## src/rtl/tlb_search_arbiter.sv

```systemverilog
// Arbitrates instruction- and data-side lookups onto a single TLB search port.
// Define TLB_ARB_ROUND_ROBIN_EN for round-robin arbitration; otherwise data has fixed priority.
module tlb_search_arbiter #(
    parameter int VPN2_W = 19,
    parameter int PFN_W  = 20,
    parameter int IDX_W  = 4
) (
    input  logic              clk,
    input  logic              resetn,

    input  logic              i_req_valid,
    input  logic [VPN2_W-1:0] i_req_vpn2,
    input  logic              i_req_odd,
    input  logic              i_flush,

    input  logic              d_req_valid,
    input  logic [VPN2_W-1:0] d_req_vpn2,
    input  logic              d_req_odd,

    output logic              i_req_ready,
    output logic              d_req_ready,
    output logic              i_resp_valid,
    output logic              d_resp_valid,

    output logic              resp_found,
    output logic [IDX_W-1:0]  resp_index,
    output logic [PFN_W-1:0]  resp_pfn,
    output logic [2:0]        resp_c,
    output logic              resp_d,
    output logic              resp_v,

    output logic [VPN2_W-1:0] s_vpn2,
    output logic              s_odd_page,
    input  logic              s_found,
    input  logic [IDX_W-1:0]  s_index,
    input  logic [PFN_W-1:0]  s_pfn,
    input  logic [2:0]        s_c,
    input  logic              s_d,
    input  logic              s_v,

    input  logic              tlb_write
);

    typedef enum logic [1:0] {IDLE, LOOK, RESP} state_t;

    state_t            state;
    logic              owner_d;
    logic              cancel;
    logic [VPN2_W-1:0] vpn2_q;
    logic              odd_q;
    logic              grant_open;
    logic              i_grant;
    logic              d_grant;

    assign grant_open = (state == IDLE || state == RESP) && !tlb_write;

`ifdef TLB_ARB_ROUND_ROBIN_EN
    logic last_d;

    // On a tie the side that was not granted last wins; a flushed I side never competes.
    assign i_req_ready = grant_open && !i_flush && (!d_req_valid || last_d);
    assign d_req_ready = grant_open && (!(i_req_valid && !i_flush) || !last_d);

    always_ff @(posedge clk or negedge resetn) begin
        if (!resetn) begin
            last_d <= 1'b1;
        end else if (i_grant || d_grant) begin
            last_d <= d_grant;
        end
    end
`else
    assign i_req_ready = grant_open && !i_flush && !d_req_valid;
    assign d_req_ready = grant_open;
`endif

    assign i_grant = i_req_valid && i_req_ready;
    assign d_grant = d_req_valid && d_req_ready;

    assign s_vpn2     = vpn2_q;
    assign s_odd_page = odd_q;

    // A flush arriving in the response cycle itself must still kill the I pulse.
    assign i_resp_valid = (state == RESP) && !owner_d && !cancel && !i_flush;
    assign d_resp_valid = (state == RESP) && owner_d;

    always_ff @(posedge clk or negedge resetn) begin
        if (!resetn) begin
            state      <= IDLE;
            owner_d    <= 1'b0;
            cancel     <= 1'b0;
            vpn2_q     <= '0;
            odd_q      <= 1'b0;
            resp_found <= 1'b0;
            resp_index <= '0;
            resp_pfn   <= '0;
            resp_c     <= '0;
            resp_d     <= 1'b0;
            resp_v     <= 1'b0;
        end else begin
            case (state)
                LOOK: begin
                    resp_found <= s_found;
                    resp_index <= s_index;
                    resp_pfn   <= s_pfn;
                    resp_c     <= s_c;
                    resp_d     <= s_d;
                    resp_v     <= s_v;
                    if (!owner_d && i_flush) begin
                        cancel <= 1'b1;
                    end
                    state <= RESP;
                end
                default: begin
                    if (i_grant || d_grant) begin
                        owner_d <= d_grant;
                        vpn2_q  <= d_grant ? d_req_vpn2 : i_req_vpn2;
                        odd_q   <= d_grant ? d_req_odd : i_req_odd;
                        cancel  <= 1'b0;
                        state   <= LOOK;
                    end else begin
                        state <= IDLE;
                    end
                end
            endcase
        end
    end

endmodule

```

## config.mk

```make
export PLATFORM = sky130hd
export DESIGN_NAME = tlb_search_arbiter
export DESIGN_NICKNAME = d
export VERILOG_FILES = /design/src/rtl/tlb_search_arbiter.sv
export SDC_FILE = /design/constraint.sdc
export NUM_CORES = 1
export LEC_CHECK = 0
export ABC_AREA = 1
export ABC_CLOCK_PERIOD_IN_PS = 1460
export BUFFER_PORTS_ARGS = -buffer_cell sky130_fd_sc_hd__buf_2
export CAP_MARGIN = 0
export CELL_PAD_IN_SITES_DETAIL_PLACEMENT = 0
export CELL_PAD_IN_SITES_GLOBAL_PLACEMENT = 1
export CORE_MARGIN = 5
export CORE_UTILIZATION = 30
export CTS_CLUSTER_DIAMETER = 150
export CTS_CLUSTER_SIZE = 12
export DETAILED_ROUTE_END_ITERATION = 16
export GPL_TIMING_DRIVEN = 1
export PLACE_DENSITY = 0.88
export SYNTH_ARGS = -nofsm -noshare
export SYNTH_HDL_FRONTEND = slang
export SYNTH_SLANG_ARGS = --single-unit
```

## constraint.sdc

```tcl
create_clock -name clk -period 1.46 [get_ports clk]
set_input_delay 0 -clock clk [delete_from_list [all_inputs] [get_ports clk]]
set_output_delay 0 -clock clk [all_outputs]
set_load 0.05 [all_outputs]
```

==> results of run 1 <==
logic make-up (layout without fill, tap and decap cells):
family,after synthesis,after routing,synth area share [%]
buf+inv,21,205,4.37
simple gates,225,225,38.8
flops,54,54,56.8
worst min path at each step:
stage                              to           from  slack [ps]  cells after the start
6_report        s_vpn2[5]$_DFFE_PN0P_  d_req_vpn2[5]          20                      5
5_1_grt         s_vpn2[7]$_DFFE_PN0P_  d_req_vpn2[7]          40                      5
4_1_cts         s_vpn2[5]$_DFFE_PN0P_  d_req_vpn2[5]           2                      5
3_5_place_dp   s_vpn2[16]$_DFFE_PN0P_         resetn          20                      2
3_3_place_gp   s_vpn2[15]$_DFFE_PN0P_         resetn          20                      2
2_1_floorplan      cancel$_DFFE_PN0P_         resetn        -300                      0
stage by stage:
step | hold slack (ps) | std cells | worst slack, ps | instance area [sq um]
final | 15.3 | 586 | 115 | 3810
after global routing | 42.7 | 586 | 21.1 | 3810
after CTS | 1.93 | 586 | 70.5 | 3810
after detailed placement | 21.5 | 526 | 213 | 3180
after global placement | 18.1 | 526 | 240 | 3180
after floorplan | -296 | 300 | 36.7 | 2390
layout make-up:
| class | instances | area, sq um |
|---|---|---|
| fillers | 746 | 3920 |
| flip-flops and latches | 54 | 1350 |
| repair buffers | 194 | 1280 |
| multi-input cells | 225 | 935 |
| well taps | 102 | 128 |
| clock buffers | 7 | 96.3 |
| inverters | 3 | 11.3 |
| clock inverters | 1 | 8.76 |
cells in the final DEF (no fill, tap or decap):
| master | instances |
|---|---|
| dfrtp_1 | 54 |
| dlygate4sd3_1 | 52 |
| clkbuf_4 | 1 |
| nor4_2 | 2 |
| clkbuf_8 | 7 |
| nor2_1 | 2 |
| nand2_1 | 174 |
| nor2_4 | 1 |
| clkinv_4 | 1 |
| buf_2 | 128 |
| nor2_2 | 1 |
| nand3_2 | 1 |
| buf_4 | 12 |
| inv_1 | 3 |
| nand2_2 | 1 |
| nand3_1 | 43 |
| buf_12 | 1 |
flip-flops by register name, indices dropped and copies added, names as in the netlist:
register,cells
owner_d,1
s_odd_page,1
resp_d,1
cancel,1
resp_found,1
resp_c,3
s_vpn2,19
resp_v,1
resp_index,4
state,2
resp_pfn,20
worst reg2reg max path: stages (launching register included):
cell and delay, ps:
dfrtp_1 440, nor2_4 170, nand2_2 80, buf_4 230, nand2_1 90, nand2_1 60
nand2_1 50, nand2_1 40
power groups by stage:
stage	registers [uW]	clock network [uW]	logic (uW)
floorplan	3030	0	418
global placement	1990	0	2030
CTS	1970	967	2160
global route	2010	1010	2300
detailed placement	1990	0	2060
finish	1970	913	2150
layer usage:
| layer | routed length [microns] | up-vias | part of all wire (%) | track usage (%) |
|---|---|---|---|---|
| li1 | - | 1296 | - | - |
| met1 | 3020 | 1167 | 40 | 17.7 |
| met2 | 3850 | 85 | 51 | 27.2 |
| met3 | 433 | 16 | 5.7 | 3.47 |
| met4 | 247 | 0 | 3.3 | 6.51 |
| met5 | 0 | - | 0 | 0 |
timing repair:
| item | CTS | global route |
|---|---|---|
| endpoints found under the setup margin | 0 | 1 |
| gates resized for setup | 0 | 1 |
| hold buffers | 52 | 0 |
| hold endpoints to repair | 104 | 0 |
==> impl_results.md, run 1 <==
* Global-route wire length before repair at 12.2 mm
* Avg Vias per Cell at 4.38
* Clock Root Buffer: clkbuf_8
* Most instantiated library cell after synthesis: nand2_1
* Critical Path AT at 1340 ps
* CP delay by family, top: buffers and inverters
* Sw Pwr at 2240 uW
* Ant diodes at 0
* Worst skew pair latency at 300 ps
* Crit path required time at 1460 ps
* Die area at 9800 sq um
* Total global routing overflow at 0
* Max-cap violation count at 0
* WP depth at 3
* R2R Path Start: state[0]$_DFF_PN0_
* Crit start category: flop
* VDD IR-drop max at 473 uV
* Routed vias at 2564
* Final worst-path cycle share at 92.1%
* Critical path type: flop to primary output
* Mean Syn Cell Area at 7.92 sq um
* Seq cells post-synth at 54
* Critical path capture point: d_req_ready
* Largest net degree at the start of global routing at 55
* Initial antenna violation count at 0
* Max clock buf depth at 2
* Worst path max stage delay at 440 ps
* Worst-Margin Slew at 308 ps
* Core area at 7730 sq um
* Fmax at 744 MHz
* Dpl hpwl at 5.07 mm
* H-tree depth at 2
* Layout area overhead at 60.2%
* Slew margin rel. at 79.4%
* All-Layer GR Usage at 15.4%
* Setup Skew at 2.92 ps
* Synth area leader: dfrtp_1
* Netlist Area Pre-Place at 2380 sq um
* Fin. Hold Viols at 0
* Clock power share at 18.2%
* RSZ-0062 raised after global routing: false
* Final Util at 49.3%
* Leakage at 0.00218 uW
* Layout cells sized above 1 at 32.2%
* CTS tree: yes
* Comb power frac at 42.7%
* Synth top area share at 56.8%
* Ys flop type: dfrtp_1
* R2R depth at 7
* Design Power at 5030 uW
* Ys Warns at 0
* Hold Path Class: input pin to flop
* Row Count at 32
* TNS Setup at 0 ps
* DR WL/cell at 12.9 microns
* DR pass1 iterations at 4
* Post-CTS Setup Inserts at 0
* Unique cell type count in the Yosys netlist at 13
* Power per Cell Area at 1320 nW/um^2
* Outcome: finished, final reports clean
* Max Fanout on Critical Path at 8
* Clock-pin slew on the worst setup and hold paths at 100 ps
* Final Critical Period at 1340 ps
* Switching portion of total power at 44.4%
* I/O Buffers at 129
* Reg2Reg Setup Slack at 200 ps
* TritonCTS Sinks at 54
* Post-DRT Antenna Nets at 0
* Cells after Synth at 300
* Drt first-iter violations at 72
* Register area share after synthesis at 56.8%
* Worst setup EP type: primary output
* Gp weighted congestion at 0.788
* Top cells by count, synth: nand2_1 (174), dfrtp_1 (54), nand3_1 (43), buf_2 (14), inv_1 (3)
* Max Slew Vio Count at 0
* Post-synth EDFFs at 0
* TritonCTS Buffers at 5
* Die width at 99.0 microns
* Internal at 2800 uW
* R2R Path End: s_vpn2[18]$_DFFE_PN0P_
* Total DRC errors in the routed layout at 0
* I/O pins at 130
* Vias in the first global route at 2583
* Initial core utilization at 30.8%
* Post-Route WL at 7.55 mm
* Die Span Y at 99.0 microns
* Crit path launch: state[0]$_DFF_PN0_
* Post-synth ARST share at 100%
* Cell Chain, Critical Path: nor2_4 -> buf_4 -> buf_2
* Nets@finish at 559
* Slowest cell on crit path: dfrtp_1
* Register share of total power at 39.1%
* Top post-synthesis cells by area: dfrtp_1 (57%), nand2_1 (27%), nand3_1 (9.1%)
* Worst path bufs/invs at 2
* Setup violations, final at 0
* Syn Nets at 376
No activity file was read; power rests on OpenSTA's default activity.
==> run 2: changes to the inputs <==
- CELL_PAD_IN_SITES_DETAIL_PLACEMENT: 0 -> 1
- CELL_PAD_IN_SITES_GLOBAL_PLACEMENT: 1 -> 2
- CORE_UTILIZATION: 30 -> 23
- MAX_ROUTING_LAYER: unset -> met4
==> run 2 against run 1 <==
- sequential share of layout area fell by 0.22 points
- clock skew rose by 11 ps
- clock power barely moved
- count of clock-buffer cells in the layout fell by 1
- final cell count rose by 5.5%
- critical endpoint is now i_resp_valid
- largest cell class unchanged
==> impl_results.md, run 2 (synthesis gave the netlist of run 1 again) <==
* Max clock buf depth at 2 (unchanged)
* Hold Worst Slack at 14.3 ps (-1.03 ps)
* DR WL/cell at 13.8 microns (+7.2%)
* Leakage at 0.00217 uW (-0.72%)
* CTS tree: yes
* Highest-count cells in the layout ignoring fill and taps: nand2_1 (174), buf_2 (127), dfrtp_1 (54)
* Fin area at 3830 sq um (+0.62%)
* R2R depth at 5 (-2)
* Beginning of the worst hold path: d_req_vpn2[11]
* Ant diodes at 0 (unchanged)
* RSZ-0062 raised after global routing: true
* Worst setup EP type: primary output
* Worst-Margin Slew at 341 ps (+32.4 ps)
* Sw Pwr at 2290 uW (+2.2%)
* Filler cell count at 1260 (+69%)
* Dpl hpwl at 5.74 mm (+13%)
* Cell Chain, Critical Path: inv_1 -> nand2_1 -> nor4_2 -> buf_4
* Core area at 10200 sq um (+32%)
* Placed cell areas at 3210 sq um (+0.87%)
* Final Util at 37.6% (-12 points)
* Layout cells sized above 1 at 32.0% (-0.28 points)
* Commonest non-fill, non-tap cell in the layout: nand2_1
* Total global routing overflow at 0 (unchanged)
* Crit start category: flop
* Critical Path AT at 1390 ps (+50 ps)
* VDD IR-drop max at 445 uV (-5.9%)
* Crit path required time at 1460 ps (about the same)
* Initial core utilization at 23.3% (-7.4 points)
* Gp weighted congestion at 0.740 (-6.0%)
* Die width at 112 microns (+13%)
* Comb power frac at 42.9% (+0.2 points)
* Hold Path Class: input pin to flop
* Setup Skew at 13.8 ps (+10.9 ps)
* Post-Route WL at 8.54 mm (+13%)
* R2R Path Start: state[0]$_DFF_PN0_
* Placed cells at 558 (+6.1%)
* TritonCTS Buffers at 5 (unchanged)
* Layout Cells excl Fill at 618 (+5.5%)
* Initial antenna violation count at 0 (unchanged)
* WP depth at 4 (+1)
* Final Critical Period at 1390 ps (+41.1 ps)
* Register share of total power at 39.0% (about the same)
* Layout area overhead at 61.2%
* Critical path type: flop to primary output
* Setup violations, final at 0 (unchanged)
* Largest net degree at the start of global routing at 55 (unchanged)
* Clock power share at 18.1% (about the same)
* Power per Cell Area at 1310 nW/um^2 (-0.57%)
* Total DRC errors in the routed layout at 0 (unchanged)
* CP delay by family, top: flip-flops
* Worst path bufs/invs at 2 (unchanged)
* TritonCTS Sinks at 54 (unchanged)
* Max-cap violation count at 0 (unchanged)
* Die area at 12500 sq um (+27%)
* Clock-pin slew on the worst setup and hold paths at 110 ps (about the same)
* Nets@finish at 557 (-0.36%)
* TNS Setup at 0 ps (unchanged)
* Worst path max stage delay at 450 ps (about the same)
* I/O Buffers at 129 (unchanged)
* Row Count at 37 (+16%)
* R2R Path End: cancel$_DFFE_PN0P_
* Largest register FFs at 20 (unchanged)
* Biggest register: resp_pfn
* Post-DRT Antenna Nets at 0 (unchanged)
* Drt first-iter violations at 143 (+99%)
* Fmax at 722 MHz (-3.0%)
* All-Layer GR Usage at 14.2% (-1.2 points)
* Clock Root Buffer: clkbuf_8
* Switching portion of total power at 45.4% (+0.98 points)
* Max Fanout on Critical Path at 3 (-5)
* Fin. Hold Viols at 0 (unchanged)
* Die Span Y at 112 microns (+13%)
* Worst skew pair latency at 310 ps (about the same)
* Slowest cell on crit path: dfrtp_1
* Final worst-path cycle share at 94.9% (+2.8 points)
* Routed vias at 2602 (+1.5%)
* DR pass1 iterations at 4 (unchanged)
* Max Slew Vio Count at 0 (unchanged)
* Global-route wire length before repair at 14.2 mm (+16%)
* Vias in the first global route at 2832 (+9.6%)
* Critical path capture point: i_resp_valid
* H-tree depth at 2 (unchanged)
* Crit path launch: state[0]$_DFF_PN0_
* Reg2Reg Setup Slack at 150 ps (-50 ps)
* Internal at 2750 uW (-1.7%)
* Avg Vias per Cell at 4.21 (-3.8%)
* I/O pins at 130 (unchanged)
* Slew margin rel. at 77.3% (-2.2 points)
* Outcome: finished, final reports clean
-- run 2: cell types whose count changed in the layout (fill, tap and decap cells not counted) --
cell	delta
buf_2	-1
clkbuf_8	-1
clkbuf_4	-1
clkinvlp_4	+1
inv_6	+1
clkinv_4	-1
-- run 2: per-stage QoR --
step	power [uW]	setup WS (ps)
floorplan	3450	36.7
global placement	4040	218
detailed placement	4070	164
CTS	5120	21.1
global route	5340	-12.7
finish	5030	74.2
-- run 2: how the worst min path moves through the flow --
stage / endpoint / cells past startpoint
floorplan: cancel$_DFFE_PN0P_ / 0
global placement: resp_c[2]$_DFFE_PN0P_ / 2
detailed placement: resp_c[2]$_DFFE_PN0P_ / 2
CTS: s_vpn2[6]$_DFFE_PN0P_ / 5
global route: s_vpn2[11]$_DFFE_PN0P_ / 5
finish: s_vpn2[11]$_DFFE_PN0P_ / 5
-- run 2: layout make-up --
cell class	count	area (sq um)	area share [%]
inverter	3	11.3	0.294
clock inverter	2	16.3	0.424
sequential	54	1350	35.3
timing repair buffer	192	1270	33.0
multi-input combinational	225	935	24.4
clock buffer	6	82.6	2.15
tap	136	170	4.44
-- run 2: repair_timing --
item | 4_1_cts | 5_1_grt
pin swaps | 0 | 0
hold endpoints to repair | 104 | 0
hold buffers | 52 | 0
setup buffers | 0 | 0
gates resized for setup | 1 | 2
setup endpoints to repair | 1 | 2
-- run 2: metal layers --
metal / vias up / GRT usage [%] / routed length [microns]
li1: 1292 / - / -
met1: 1230 / 16.7 / 3660
met2: 74 / 25.3 / 4440
met3: 6 / 2.50 / 394
met4: 0 / 2.92 / 46
met5: - / - / 0
-- run 2: worst register-to-register path, delay by kind of cell (launching register included) --
kind / cells / cell delay, ps
AND/OR/NAND/NOR: 3 / 360
buffers and inverters: 2 / 450
flip-flops: 1 / 450
-- run 2: power groups by stage --
| stage | clock network (uW) | logic [uW] | registers [uW] |
|---|---|---|---|
| floorplan | 0 | 418 | 3030 |
| global placement | 0 | 2050 | 1990 |
| detailed placement | 0 | 2070 | 2000 |
| CTS | 967 | 2180 | 1970 |
| global route | 1030 | 2310 | 2010 |
| finish | 910 | 2160 | 1960 |
==> run 3: changes to the inputs <==
- CELL_PAD_IN_SITES_GLOBAL_PLACEMENT: 2 -> 1
- CORE_UTILIZATION: 23 -> 30
- CTS_CLUSTER_DIAMETER: 150 -> 100
==> run 3 against run 2 <==
- maximum frequency rose by 2.8%
- critical endpoint is now d_req_ready
- die area fell by 21%
- power rose by 2.8%
- largest power group unchanged
- highest routed layer unchanged
==> impl_results.md, run 3 (synthesis gave the netlist of run 1 again) <==
* Clock-pin slew on the worst setup and hold paths at 100 ps (about the same)
* Power per Cell Area at 1360 nW/um^2 (+3.8%)
* Layout cells sized above 1 at 32.4% (+0.41 points)
* Layout area overhead at 59.7%
* Reg2Reg Setup Slack at 160 ps (about the same)
* Setup violations, final at 0 (unchanged)
* Critical path type: flop to primary output
* H-tree depth at 2 (unchanged)
* Die width at 99.0 microns (-11%)
* CTS tree: yes
* Cell Chain, Critical Path: nor2_4 -> buf_4 -> buf_2
* Highest-count cells in the layout ignoring fill and taps: nand2_1 (174), buf_2 (128), dfrtp_1 (54)
* Total DRC errors in the routed layout at 0 (unchanged)
* Worst path bufs/invs at 2 (unchanged)
* Slowest cell on crit path: dfrtp_1
* Design Power at 5170 uW (+2.8%)
* Die Span Y at 99.0 microns (-11%)
* Largest register FFs at 20 (unchanged)
* Critical Path AT at 1350 ps (-40 ps)
* Drt first-iter violations at 62 (-57%)
* Post-DRT Antenna Nets at 0 (unchanged)
* Biggest register: resp_pfn
* Die area at 9800 sq um (-21%)
* Gp weighted congestion at 0.799 (+7.9%)
* VDD IR-drop max at 481 uV (+8.0%)
* DR WL/cell at 15.3 microns (+11%)
* Commonest non-fill, non-tap cell in the layout: nand2_1
* Crit start category: flop
* Avg Vias per Cell at 4.56 (+8.3%)
* Total global routing overflow at 0 (unchanged)
* Nets@finish at 557 (unchanged)
* DR pass1 iterations at 4 (unchanged)
* Max Slew Vio Count at 0 (unchanged)
* All-Layer GR Usage at 18.9% (+4.7 points)
* I/O Buffers at 129 (unchanged)
* Ant diodes at 0 (unchanged)
* Max clock buf depth at 2 (unchanged)
* Max Fanout on Critical Path at 8 (+5)
* TNS Setup at 0 ps (unchanged)
* Outcome: finished, final reports clean
* Final worst-path cycle share at 92.4% (-2.5 points)
* Fin area at 3800 sq um (-0.95%)
* Post-Route WL at 8.94 mm (+4.7%)
* Worst path max stage delay at 440 ps (about the same)
* Hold Path Class: input pin to flop
* Setup Skew at 5.01 ps (-8.78 ps)
* Clock Root Buffer: clkbuf_8
* TritonCTS Buffers at 5 (unchanged)
* Initial core utilization at 30.8% (+7.4 points)
* Global-route wire length before repair at 14.4 mm (+1.3%)
* Filler cell count at 945 (-25%)
* Crit path required time at 1460 ps (about the same)
* Fin. Hold Viols at 0 (unchanged)
* Routed vias at 2664 (+2.4%)
* CP delay by family, top: buffers and inverters
* Final Critical Period at 1350 ps (-37.1 ps)
* Leakage at 0.00218 uW (+0.53%)
* Placed cell areas at 3180 sq um (-0.86%)
* Row Count at 32 (-14%)
* Vias in the first global route at 3045 (+7.5%)
* Worst skew pair latency at 300 ps (about the same)
* Initial antenna violation count at 0 (unchanged)
* Dpl hpwl at 5.84 mm (+1.8%)
* Worst setup EP type: primary output
* Max-cap violation count at 0 (unchanged)
* Worst-Margin Slew at 306 ps (-35.0 ps)
* Post-CTS Setup Inserts at 0 (unchanged)
* Core area at 7730 sq um (-24%)
* TritonCTS Sinks at 54 (unchanged)
* Largest net degree at the start of global routing at 55 (unchanged)
* Fmax at 741 MHz (+2.8%)
* RSZ-0062 raised after global routing: false
* Slew margin rel. at 79.6% (+2.3 points)
* I/O pins at 130 (unchanged)
run 3: worst reg2reg max path, cell delays in order, from the launching register on:
cell and delay (ps):
dfrtp_1 440, nor2_4 170, nand2_2 80, buf_4 240, nand2_1 110, nand2_1 60, nand2_1 60, nand2_1 60
run 3: cell type report:
type	instances	area, sq um	share of cell area, %
flip-flops and latches	54	1350	35.6
repair buffers	192	1260	33.2
clock inverters	3	43.8	1.15
multi-input cells	225	935	24.6
clock buffers	5	68.8	1.81
well taps	102	128	3.36
inverters	3	11.3	0.297
run 3: path summary, 6_finish.rpt:
check	start	endpoint	depth (start not counted)
max	state[0]$_DFF_PN0_	d_req_ready	3
min	d_req_vpn2[10]	s_vpn2[10]$_DFFE_PN0P_	5
max reg2reg	state[0]$_DFF_PN0_	s_vpn2[16]$_DFFE_PN0P_	7
min reg2reg	resp_index[2]$_DFFE_PN0P_	resp_index[2]$_DFFE_PN0P_	2
max in group asynchronous	resetn	resp_c[0]$_DFFE_PN0P_	3
min in group asynchronous	resetn	s_vpn2[16]$_DFFE_PN0P_	3
run 3: timing repair:
item,in CTS,in global routing
setup endpoints to repair,0,1
hold endpoints to repair,103,0
gates resized for setup,0,1
hold buffers,50,0
run 3: through the flow:
step	hold WS (ps)	setup slack, ps	instances	utilization [%]
floorplan	-296	36.7	300	-
global placement	18.1	240	526	41.2
detailed placement	24.9	161	526	41.2
CTS	9.21	63.8	584	49.1
global route	35.5	8.03	584	49.1
finish	17.1	111	584	49.1
run 3: per-layer routing:
metal | GRT usage (%) | part of all wire, %
met5 | - | 0
met4 | 7.14 | 3.0
met3 | 2.19 | 3.6
met2 | 36.1 | 55
met1 | 19.5 | 38
run 3: power by group:
part           internal, uW  total (uW)  switching, uW
logic                   558        2170           1620
clock network           515        1010            497
registers              1800        1990            189
